<file path="src/rtl/cpu_types_pkg.sv">
// Shared CPU-side types: word, RAM handshake state and the arbiter FSM encoding.
package cpu_types_pkg;

   typedef logic [31:0] word_t;

   typedef enum logic [1:0] {
      FREE   = 2'd0,
      BUSY   = 2'd1,
      ACCESS = 2'd2,
      ERROR  = 2'd3
   } ramstate_t;

   typedef enum logic [1:0] {
      IDLE = 2'd0,
      IGNT = 2'd1,
      DGNT = 2'd2
   } arbstate_t;

endpackage

</file>
<file path="src/rtl/ram_arbiter.sv">
// Single-port RAM arbiter between instruction fetch and data memory. D has priority,
// I is forced after DMAX consecutive D grants; a grant is abandoned after TIMEOUT cycles.
module ram_arbiter
   import cpu_types_pkg::*;
#(
   parameter int unsigned DMAX    = 4,
   parameter int unsigned TIMEOUT = 64
) (
   input  logic      CLK,
   input  logic      RST,
   input  logic      iREN,
   input  word_t     iaddr,
   output word_t     iload,
   output logic      iwait,
   input  logic      dREN,
   input  logic      dWEN,
   input  word_t     daddr,
   input  word_t     dstore,
   output word_t     dload,
   output logic      dwait,
   output logic      ramREN,
   output logic      ramWEN,
   output word_t     ramaddr,
   output word_t     ramstore,
   input  word_t     ramload,
   input  ramstate_t ramstate,
   output logic      ram_err,
   output arbstate_t state_o,
   output logic [3:0] dcnt_o
);

   localparam logic [3:0] DMAX_C    = 4'(DMAX);
   localparam logic [7:0] TLIMIT_C  = 8'(TIMEOUT - 1);

   arbstate_t  state_q, state_d;
   logic [3:0] dcnt_q, dcnt_d;
   logic [7:0] tcnt_q, tcnt_d;

   logic  d_req;
   logic  ram_done;
   logic  timed_out;
   logic  finish;
   logic  xfer_err;
   word_t xfer_load;

   assign state_o = state_q;
   assign dcnt_o  = dcnt_q;

   always_ff @(posedge CLK) begin
      if (RST) begin
         state_q <= IDLE;
         dcnt_q  <= '0;
         tcnt_q  <= '0;
      end else begin
         state_q <= state_d;
         dcnt_q  <= dcnt_d;
         tcnt_q  <= tcnt_d;
      end
   end

   // A timeout completion returns zero data; a RAM completion returns ramload.
   always_comb begin
      d_req     = dREN | dWEN;
      ram_done  = (ramstate == ACCESS) || (ramstate == ERROR);
      timed_out = (tcnt_q == TLIMIT_C);
      finish    = ram_done || timed_out;
      xfer_load = ram_done ? ramload : '0;
      xfer_err  = (ramstate == ERROR) || !ram_done;

      state_d  = state_q;
      dcnt_d   = dcnt_q;
      tcnt_d   = tcnt_q;
      ramREN   = 1'b0;
      ramWEN   = 1'b0;
      ramaddr  = '0;
      ramstore = '0;
      iwait    = iREN;
      dwait    = d_req;
      iload    = '0;
      dload    = '0;
      ram_err  = 1'b0;

      unique case (state_q)
         IDLE: begin
            tcnt_d = '0;
            if (d_req && !(iREN && dcnt_q == DMAX_C)) begin
               state_d = DGNT;
               if (iREN) dcnt_d = (dcnt_q == 4'hF) ? dcnt_q : dcnt_q + 4'd1;
               else      dcnt_d = '0;
            end else if (iREN) begin
               state_d = IGNT;
               dcnt_d  = '0;
            end
         end
         IGNT: begin
            if (!iREN) begin
               state_d = IDLE;
               tcnt_d  = '0;
            end else begin
               ramREN  = 1'b1;
               ramaddr = iaddr;
               if (finish) begin
                  iwait   = 1'b0;
                  iload   = xfer_load;
                  ram_err = xfer_err;
                  state_d = IDLE;
                  tcnt_d  = '0;
               end else begin
                  tcnt_d = tcnt_q + 8'd1;
               end
            end
         end
         DGNT: begin
            if (!d_req) begin
               state_d = IDLE;
               tcnt_d  = '0;
            end else begin
               ramWEN   = dWEN;
               ramREN   = dREN & ~dWEN;
               ramaddr  = daddr;
               ramstore = dstore;
               if (finish) begin
                  dwait   = 1'b0;
                  dload   = xfer_load;
                  ram_err = xfer_err;
                  state_d = IDLE;
                  tcnt_d  = '0;
               end else begin
                  tcnt_d = tcnt_q + 8'd1;
               end
            end
         end
         default: begin
            state_d = IDLE;
            dcnt_d  = '0;
            tcnt_d  = '0;
         end
      endcase
   end

endmodule

</file>
<file path="config.mk">
export PLATFORM = sky130hd
export DESIGN_NAME = ram_arbiter
export DESIGN_NICKNAME = d
export VERILOG_FILES = /design/src/rtl/cpu_types_pkg.sv /design/src/rtl/ram_arbiter.sv
export SDC_FILE = /design/constraint.sdc
export NUM_CORES = 1
export LEC_CHECK = 0
export CAP_MARGIN = 20
export CORE_AREA = 2 2 107 109
export CTS_BUF_LIST = sky130_fd_sc_hd__clkbuf_16
export DETAILED_ROUTE_END_ITERATION = 10
export DIE_AREA = 0 0 109 111
export DONT_BUFFER_PORTS = 1
export HOLD_SLACK_MARGIN = 0.06
export PLACE_DENSITY = 0.33
export SYNTH_ARGS = -nofsm -noshare
export SYNTH_HDL_FRONTEND = slang
export SYNTH_SLANG_ARGS = --single-unit
</file>
<file path="constraint.sdc">
create_clock -name CLK -period 1.8 [get_ports CLK]
set_clock_uncertainty 0.05 [all_clocks]
set_input_delay 0.18 -clock CLK [delete_from_list [all_inputs] [get_ports CLK]]
set_output_delay 0.18 -clock CLK [all_outputs]
set_load 0.03 [all_outputs]
</file>
==> summary.md <==
| Metric | Value |
|---|---|
| Core box area | around 11000 sq um |
| Nets | about 620 |
| Synth cell types | between 40 and 50 |
| GP Congestion | roughly 0.9 |
| DRC viols | 0 |
| Tot Pwr | ~1900 uW |
| GRT Total Usage | between 10% and 20% |
| Peak VDD IR | 0.000211 V |
| Net Count, Synth | 465 |
| Post-DRT Antenna Nets | 0 |
| Post-synth EDFFs | 0 |
| Async set-reset flop share out of synthesis | 0% |
| Initial antenna violation count | 0 |
| Die W | 109 um |
| Routed wire length | between 10 and 15 mm |
| Drt first-iter violations | 74 |
| Most used flip-flop cell after synthesis | dfxtp_1 |
| FILL cells | 1102 |
| Hpwl dp | 7.65 mm |
| Final Setup Violations | 70 |
| CTS tree | built |
| Area Growth Syn to Fin | 128% |
| Vias per cell | 4.62 |
| Chip height | roughly 110 um |
| Layout cell share with drive strength beyond 1 | between 60% and 70% |
| Wire per inst | between 15 and 20 um |
| R2R depth | 7 |
| YS warnings | 0 |
| I/O pin cnt | 274 |
| Reg area | 288 sq um |
| CTS buffer count | 3 |
| Clk Latency, worst-skew pair | approximately 0.24 ns |
| Area of the multi-input gates | around 2100 sq um |
| Avg Cell Area, Syn | between 6 and 7 sq um |
| Crit Path Max Fanout | 8 |
| Mapped Cells | between 300 and 400 |
| Seq/Total Area, Yosys | between 10 and 15% |
| Slew margin rel. | around three quarters |
| Startpoint class of the critical path | flip-flop |
| Minimum clock period | between 1.5 and 2 ns |
| Worst-path clk slew | roughly 0.050 ns |
| WP data arrival | around 1.7 ns |
| Fin crit share | 104% |
| Root buf cell | clkbuf_16 |
| Crit path capture type | primary output |
| Int Pwr | about 1200 uW |
| Hold depth | 2 |
| Clock network fraction of total power | between 20% and 30% |
| Combinational Power Share | around three fifths |
| Worst min-delay path class | in -> reg |
| Vias in the first global route | 2789 |
| FP Rows | 39 |
| Final setup margin | -0.0784 ns |
| CP Data Required Time | approximately 1.6 ns |
| Final Instance Count excl. Fillers | about 620 |
| Drt pass-1 iters | 4 |
| # Max-Cap Violations | 0 |
| Total placed cells including tap cells | ~590 |
| Sw power | just over 700 uW |
| Cell Area, Synth | approximately 2000 sq um |
| #FFs+latches synth | 14 |
| H-Tree Depth | 1 |
| Sequential fraction of design power | between 10% and 20% |
| Final Hold Vio Count | 0 |
| Antenna Cells | 0 |
| Port bufs | 0 |
| Largest net degree at the start of global routing | 34 |
| Net Sw Frac | about two fifths |
| Pins over their slew limit | 0 |
| First-pass GRT wire length | approximately 16 mm |
| PwrDens | approximately 400 nW/um^2 |
| Die ar. | roughly 12000 sq um |
| Slew at the pin closest to its max-slew limit | approximately 0.36 ns |
| Unrepaired setup endpoints after global routing | true |
| Fmax | around 0.53 GHz |
| Outcome | finished with violations |
| GRT Residual Overflow | 0 |
| Max clock buf depth | 2 |
| Pleak | 0.00187 uW |
| Initial Util | roughly 18% |
| Failing checks | setup timing |
| Crit path kind | reg -> out |
| Via count | around 2900 |
| Sink Count | 14 |
## sequential cells by signal, indices dropped and copies added (netlist names)
name / cells
dcnt_o: 4
state_o: 2
tcnt_q: 8
## worst max-delay path: stages (launching register included)
cell and delay (ns):
dfxtp_2 0.35, buf_6 0.12, ha_4 0.14, o21a_4 0.21, buf_8 0.16, clkbuf_16 0.15
and2_4 0.14, buf_6 0.13
## synth_stat cells, types with 3 or more instances
cell / number / area, sq um
xnor2_1: 4 / 35.0
buf_4: 4 / 30.0
and3_1: 3 / 18.8
nand3_1: 4 / 20.0
a21oi_1: 3 / 15.0
nor2_1: 69 / 259
a22oi_1: 32 / 240
inv_1: 6 / 22.5
nand2_1: 35 / 131
nor2b_1: 34 / 213
buf_2: 6 / 30.0
dfxtp_1: 14 / 280
nor2_2: 7 / 43.8
and2_1: 35 / 219
ha_1: 7 / 87.6
clkbuf_1: 19 / 71.3
nor3_1: 3 / 15.0
## metal layers
layer	track usage [%]	part of all wire, %
met2	30.5	54
met3	2.18	4.6
met1	20.2	40
met4	2.31	1.2
met5	0	0
## per-stage QoR
step                      instance area (sq um)  worst slack, ns  util (%)  setup TNS, ns  hold WS (ns)
after floorplan                            2120          -0.0369         -         -0.739         0.378
after global placement                     3350           0.0894      30.3              0         0.208
after detailed placement                   3350           0.0579      30.3              0         0.211
after CTS                                  4210          -0.0702      38.0          -2.09        0.0828
after global routing                       4640           -0.146      41.9          -9.18        0.0945
final                                      4640          -0.0784      41.9          -3.03        0.0870
## cell type report
type / count / share of cell area, %
sequential: 14 / 6.20
multi-input combinational: 272 / 45.9
clock buffer: 3 / 1.62
inverter: 7 / 0.674
tap: 143 / 3.86
timing repair buffer: 179 / 41.7
clock inverter: 1 / 0.0809
## power by group through the flow
stage | Combinational (uW) | Clock [uW] | Sequential, uW
after floorplan | 501 | 0 | 347
after global placement | 732 | 0 | 332
after detailed placement | 732 | 0 | 332
after CTS | 940 | 447 | 326
after global routing | 1160 | 467 | 327
final | 1100 | 433 | 326
## final timing paths
kind | startpoint | end | slack (ns)
worst min register to register | dcnt_o[3] | dcnt_o[3] | 0.44
worst max register to register | state_o[1] | tcnt_q[6] | -0.05
worst min-delay path | iREN | state_o[0] | 0.09
worst max-delay path | state_o[1] | ramstore[6] | -0.08
## layout by cell type, fill, tap and decap left out, drive strengths merged, types with 2 or more instances in the layout
cell    instances
buf           173
nor2           76
nand2          35
and2           35
nor2b          34
a22oi          32
dfxtp          14
clkbuf          8
ha              7
inv             6
xnor2           4
a21oi           4
nor3            4
nand3           4
o21ai           4
and3            3
clkinv          2
o211ai          2
a221oi          2
mux2i           2
or3             2
nor4            2
o21a            2
a21boi          2
## cells by family (layout without fill, tap and decap cells)
kind of cell,Yosys count,in the layout,synth area share [%]
simple gates,200,200,49.0
compound gates,57,57,21.4
buf+inv,37,190,7.92
flops,14,14,13.8
fa+ha+maj,7,7,4.30
xor+xnor,5,5,2.15
mux,3,3,1.54
## repair_timing
action,4_1_cts,5_1_grt
setup endpoints to repair,92,103
gates resized for setup,127,95
hold buffers,1,0
cloned,6,7
hold endpoints to repair,5,0
setup buffers,12,2
pin swaps,18,37
(Power assumes the default switching activity.)
